`config.mk`:
```
export PLATFORM = sky130hd
export DESIGN_NAME = multiplicador_sinal
export DESIGN_NICKNAME = d
export VERILOG_FILES = /design/src/rtl/multiplicador_sinal.sv
export SDC_FILE = /design/constraint.sdc
export NUM_CORES = 1
export LEC_CHECK = 0
export BUFFER_PORTS_ARGS = -buffer_cell sky130_fd_sc_hd__buf_2
export CAP_MARGIN = 30
export CORE_AREA = 2 2 80 82
export CTS_CLUSTER_SIZE = 14
export DETAILED_ROUTE_END_ITERATION = 8
export DIE_AREA = 0 0 82 84
export PLACE_DENSITY = 0.66
export RECOVER_POWER = 50
export SLEW_MARGIN = 0
export SYNTH_ARGS = -nofsm -noshare
export SYNTH_HDL_FRONTEND = slang
export SYNTH_SLANG_ARGS = --single-unit
```
`constraint.sdc`:
```
create_clock -name clk -period 3.65 [get_ports clk]
set_clock_uncertainty 0.05 [all_clocks]
set_input_delay 0.1825 -clock clk [delete_from_list [all_inputs] [get_ports clk]]
set_output_delay 0.1825 -clock clk [all_outputs]
set_load 0.03 [all_outputs]
```
`src/rtl/multiplicador_sinal.sv`:
```
// Sequential shift-add multiplier, N x N -> 2N, signed or unsigned per operation.
// One partial product per clock; start/busy/done handshake with the result held until the next accept.
module multiplicador_sinal #(
  parameter int N = 8
) (
  input  logic           clk,
  input  logic           rst,
  input  logic           start,
  input  logic           signed_mode,
  input  logic [N-1:0]   B_in,
  input  logic [N-1:0]   Q_in,
  output logic           busy,
  output logic           done,
  output logic [2*N-1:0] P_out
);
  localparam int CNT_W = (N > 2) ? $clog2(N) : 1;
  localparam logic [CNT_W-1:0] LAST = CNT_W'(N-1);

  typedef enum logic [1:0] {IDLE, CALC, DONE} state_t;

  state_t           state_q;
  logic [N:0]       a_q;
  logic [N-1:0]     b_q, q_q;
  logic             sgn_q;
  logic [CNT_W-1:0] cnt_q;
  logic             busy_q, done_q;
  logic [2*N-1:0]   p_q;

  logic [N+1:0]     a_ext, b_ext, sum_d;
  logic             last;

  // Sum is kept two bits wider than the accumulator so its top bit is the true
  // sign (signed) or the carry (unsigned) that enters on the shift.
  always_comb begin
    last  = (cnt_q == LAST);
    b_ext = sgn_q ? {{2{b_q[N-1]}}, b_q} : {2'b00, b_q};
    a_ext = {sgn_q & a_q[N], a_q};
    sum_d = a_ext;
    if (q_q[0]) begin
      if (sgn_q && last) sum_d = a_ext - b_ext;
      else               sum_d = a_ext + b_ext;
    end
  end

  always_ff @(posedge clk) begin
    if (rst) begin
      state_q <= IDLE;
      a_q     <= '0;
      b_q     <= '0;
      q_q     <= '0;
      sgn_q   <= 1'b0;
      cnt_q   <= '0;
      busy_q  <= 1'b0;
      done_q  <= 1'b0;
      p_q     <= '0;
    end else begin
      case (state_q)
        IDLE, DONE: begin
          done_q <= 1'b0;
          if (start) begin
            b_q     <= B_in;
            q_q     <= Q_in;
            sgn_q   <= signed_mode;
            a_q     <= '0;
            cnt_q   <= '0;
            busy_q  <= 1'b1;
            state_q <= CALC;
          end else begin
            busy_q  <= 1'b0;
            state_q <= IDLE;
          end
        end
        CALC: begin
          a_q   <= sum_d[N+1:1];
          q_q   <= {sum_d[0], q_q[N-1:1]};
          cnt_q <= cnt_q + 1'b1;
          if (last) begin
            // Same bits that land in {A[N-1:0],Q} after this final shift.
            p_q     <= {sum_d[N:0], q_q[N-1:1]};
            busy_q  <= 1'b0;
            done_q  <= 1'b1;
            state_q <= DONE;
          end
        end
        default: state_q <= IDLE;
      endcase
    end
  end

  assign busy  = busy_q;
  assign done  = done_q;
  assign P_out = p_q;

endmodule
```
==> out/metrics.cfg <==
[synth]
synthesis.nets=356
avgSynthCellArea_um2=7.97
netlist_instances=323
ys_ff_latch=49
yosysSeqAreaShare=0.381
synth.distinct_cells=48
synth_edf_count=0
ys_async_sr_fraction=0
yosysWarnings=0
syn_area_mm2=0.00257
synthFlopType=dfxtp_1

[timing]
min_period_over_period=0.819
drv_slew=0
clock.fmax_mhz=335
slew_headroom=0.405
whs_ps=69.5
worstMarginPinSlew_ps=892
hold_violations=0
fin_tns_setup_ps=0
setup_violations=0
fin_ws_ps=662
fin_crit_ps=2990
rsz0062_at_grt=no

[clocking]
htreeDepth=2
cts_root_buf=clkbuf_8
cts_hold_buf=0
cts_setup_buffers=0
cts_made_buffers=5
clk_pin_slew_ps=90
cts_tree=built
clk_path_buf_depth=2
cts.sinks=49
clock_latency_ps=290
cts-resized-gates=0

[die]
io_pins=38
die_w_um=82
die_area_mm2=0.00689
num_rows=29
core_mm2=0.00610
start_util=0.422
dieHeight_um=84

[grt]
gr-total-overflow=0
grt_pass1_wl_um=9890
antenna_found_initial=0
grt_max_degree=48
first_global_vias=2123
track_usage=0.183

[setup_path]
end_kind=register
critPathRequiredTime_ps=3840
path_delay_family=simple AND/OR/NAND/NOR gates
cp-start-kind=register
crit_top_cell=ha_1
cp_data_arrival_time_ps=3180
cp_num_buf_inv=1
path_cells=ha_1, ha_1, nand2_1, o21ai_0, inv_1, ha_1, nor2b_1, o2111ai_2, a211oi_2, or4b_1, and4_1, nand2_1
critical_path_class=register to register
slowest_delay_ps=520
critPathSlowestCell=or4b_1
crit_fanout=7

[pwr]
peakVddDrop_v=0.000302
p_clk_frac=0.305
p_switching_w=0.000359
p_leak_nw=1.10
comb_power_share=0.218
p_per_area_mw_per_mm2=424
p_sw_frac=0.293
pwr-share-seq=0.477
p_int_w=0.000867

[final_layout]
final_util=0.474
nets=385
diodes=0
n_fill_cell=656
fin_area_mm2=0.00289
area_delta_synth_final_pct=12.2
final_layout_size_suffix_gt1_frac=0.116

[place]
dp_hpwl_um=4100
place_ws_ps=673
place_area_mm2=0.00281
gp_congestion=0.836
io_buffer_count=37

[drt]
firstDrtPassIters=4
drtIter0Drc=170
ant_nets=0
routedWlPerCell_um=13.6
wl_um=5830
drc=0
vias=2312
avgViaCountPerCell=5.39

[run]
max_cap_violations=0

[min_path]
hp-class=input pin to register

[run_status]
status=finished, final reports clean

-- layout by cell type (no fill, tap or decap), types with 2 or more instances in the layout --
cell type	n
buf_2	19
nand2_1	67
a311oi_1	11
nor2b_1	4
or3_1	3
nand2b_1	9
clkbuf_8	5
o31ai_1	3
nor2_1	32
a311oi_2	2
inv_1	9
xnor2_1	2
a21oi_1	38
buf_4	3
o21ai_0	11
a31oi_1	4
o22ai_1	2
a22oi_1	5
dfxtp_1	49
nand3_1	4
nor3_1	2
nor4_1	2
xor2_1	7
mux2i_1	3
clkbuf_1	19
ha_1	12
-- logic make-up after synthesis --
kind of cell / after synthesis / synth area share
compound gates: 89 / 0.232
mux: 4 / 0.0175
fa+ha+maj: 13 / 0.0661
xor+xnor: 9 / 0.0306
simple gates: 131 / 0.231
buf+inv: 28 / 0.0418
flops: 49 / 0.381
-- power by group through the flow --
stage               clock [W]  combinational, W  sequential [W]
floorplan                   0          0.000215        0.000587
global placement            0          0.000264        0.000596
detailed placement          0          0.000268        0.000597
CTS                  0.000385          0.000269        0.000585
global route         0.000408          0.000302        0.000589
finish               0.000374          0.000267        0.000585
-- metal layers --
| layer | vias up | routed length, um | track usage | part of all wire |
|---|---|---|---|---|
| met5 | - | 0 | 0 | 0 |
| met4 | 0 | 94 | 0.0636 | 0.016 |
| met1 | 1059 | 2670 | 0.238 | 0.46 |
| met3 | 8 | 305 | 0.0379 | 0.052 |
| met2 | 53 | 2760 | 0.296 | 0.47 |
| li1 | 1192 | - | - | - |
-- final timing paths --
check	end	cells after the start	start	slack [ps]
worst min-delay path	b_q[1]	3	B_in[1]	70
worst max-delay path	a_q[8]	12	cnt_q[0]	660
worst min register to register	P_out[4]	2	P_out[4]	400
worst max register to register	a_q[8]	12	cnt_q[0]	660
-- synth_stat cells, types with 2 or more instances --
cell type,n,area [um2]
xor2_1,7,61.3
a22oi_1,5,37.5
nand2b_1,9,56.3
clkbuf_1,15,56.3
nor4_1,2,12.5
ha_1,12,150
o22ai_1,2,12.5
o21ai_0,11,55.1
buf_2,2,10.0
mux2i_1,3,30.0
a311oi_1,11,96.3
nand3_1,4,20.0
nor3_1,2,10.0
or3_1,3,18.8
a21oi_1,38,190
inv_1,9,33.8
a31oi_1,4,25.0
o31ai_1,3,22.5
a311oi_2,2,30.0
nor2_1,32,120
nor2b_1,4,25.0
nand2_1,67,251
dfxtp_1,49,981
xnor2_1,2,17.5
buf_1,2,7.51
-- sequential cells by signal (all words and copies together) (netlist names) --
| signal | count |
|---|---|
| P_out | 16 |
| a_q | 9 |
| b_q | 8 |
| q_q | 8 |
| cnt_q | 3 |
| state_q | 2 |
| busy | 1 |
| done | 1 |
| sgn_q | 1 |
-- through the flow --
step                power, W  std cells
global placement    0.000860        422
CTS                  0.00124        429
finish               0.00123        429
global route         0.00130        429
detailed placement  0.000865        422
floorplan           0.000802        323
-- tightest hold or removal path: cells and delay by family --
kind / cells / cell delay, ps
AOI/OAI and AO/OA: 1 / 50
and+or+nand+nor: 1 / 50
buffers and inverters: 1 / 100
-- final cells by class --
class	count	area, um2	share of cell area
clock inverter	2	35.0	0.0121
clock buffer	5	68.8	0.0238
multi-input combinational	246	1490	0.514
timing repair buffer	41	189	0.0654
inverter	9	33.8	0.0117
sequential	49	981	0.339
tap	77	96.3	0.0333
Power figures use the tool's default switching activity.
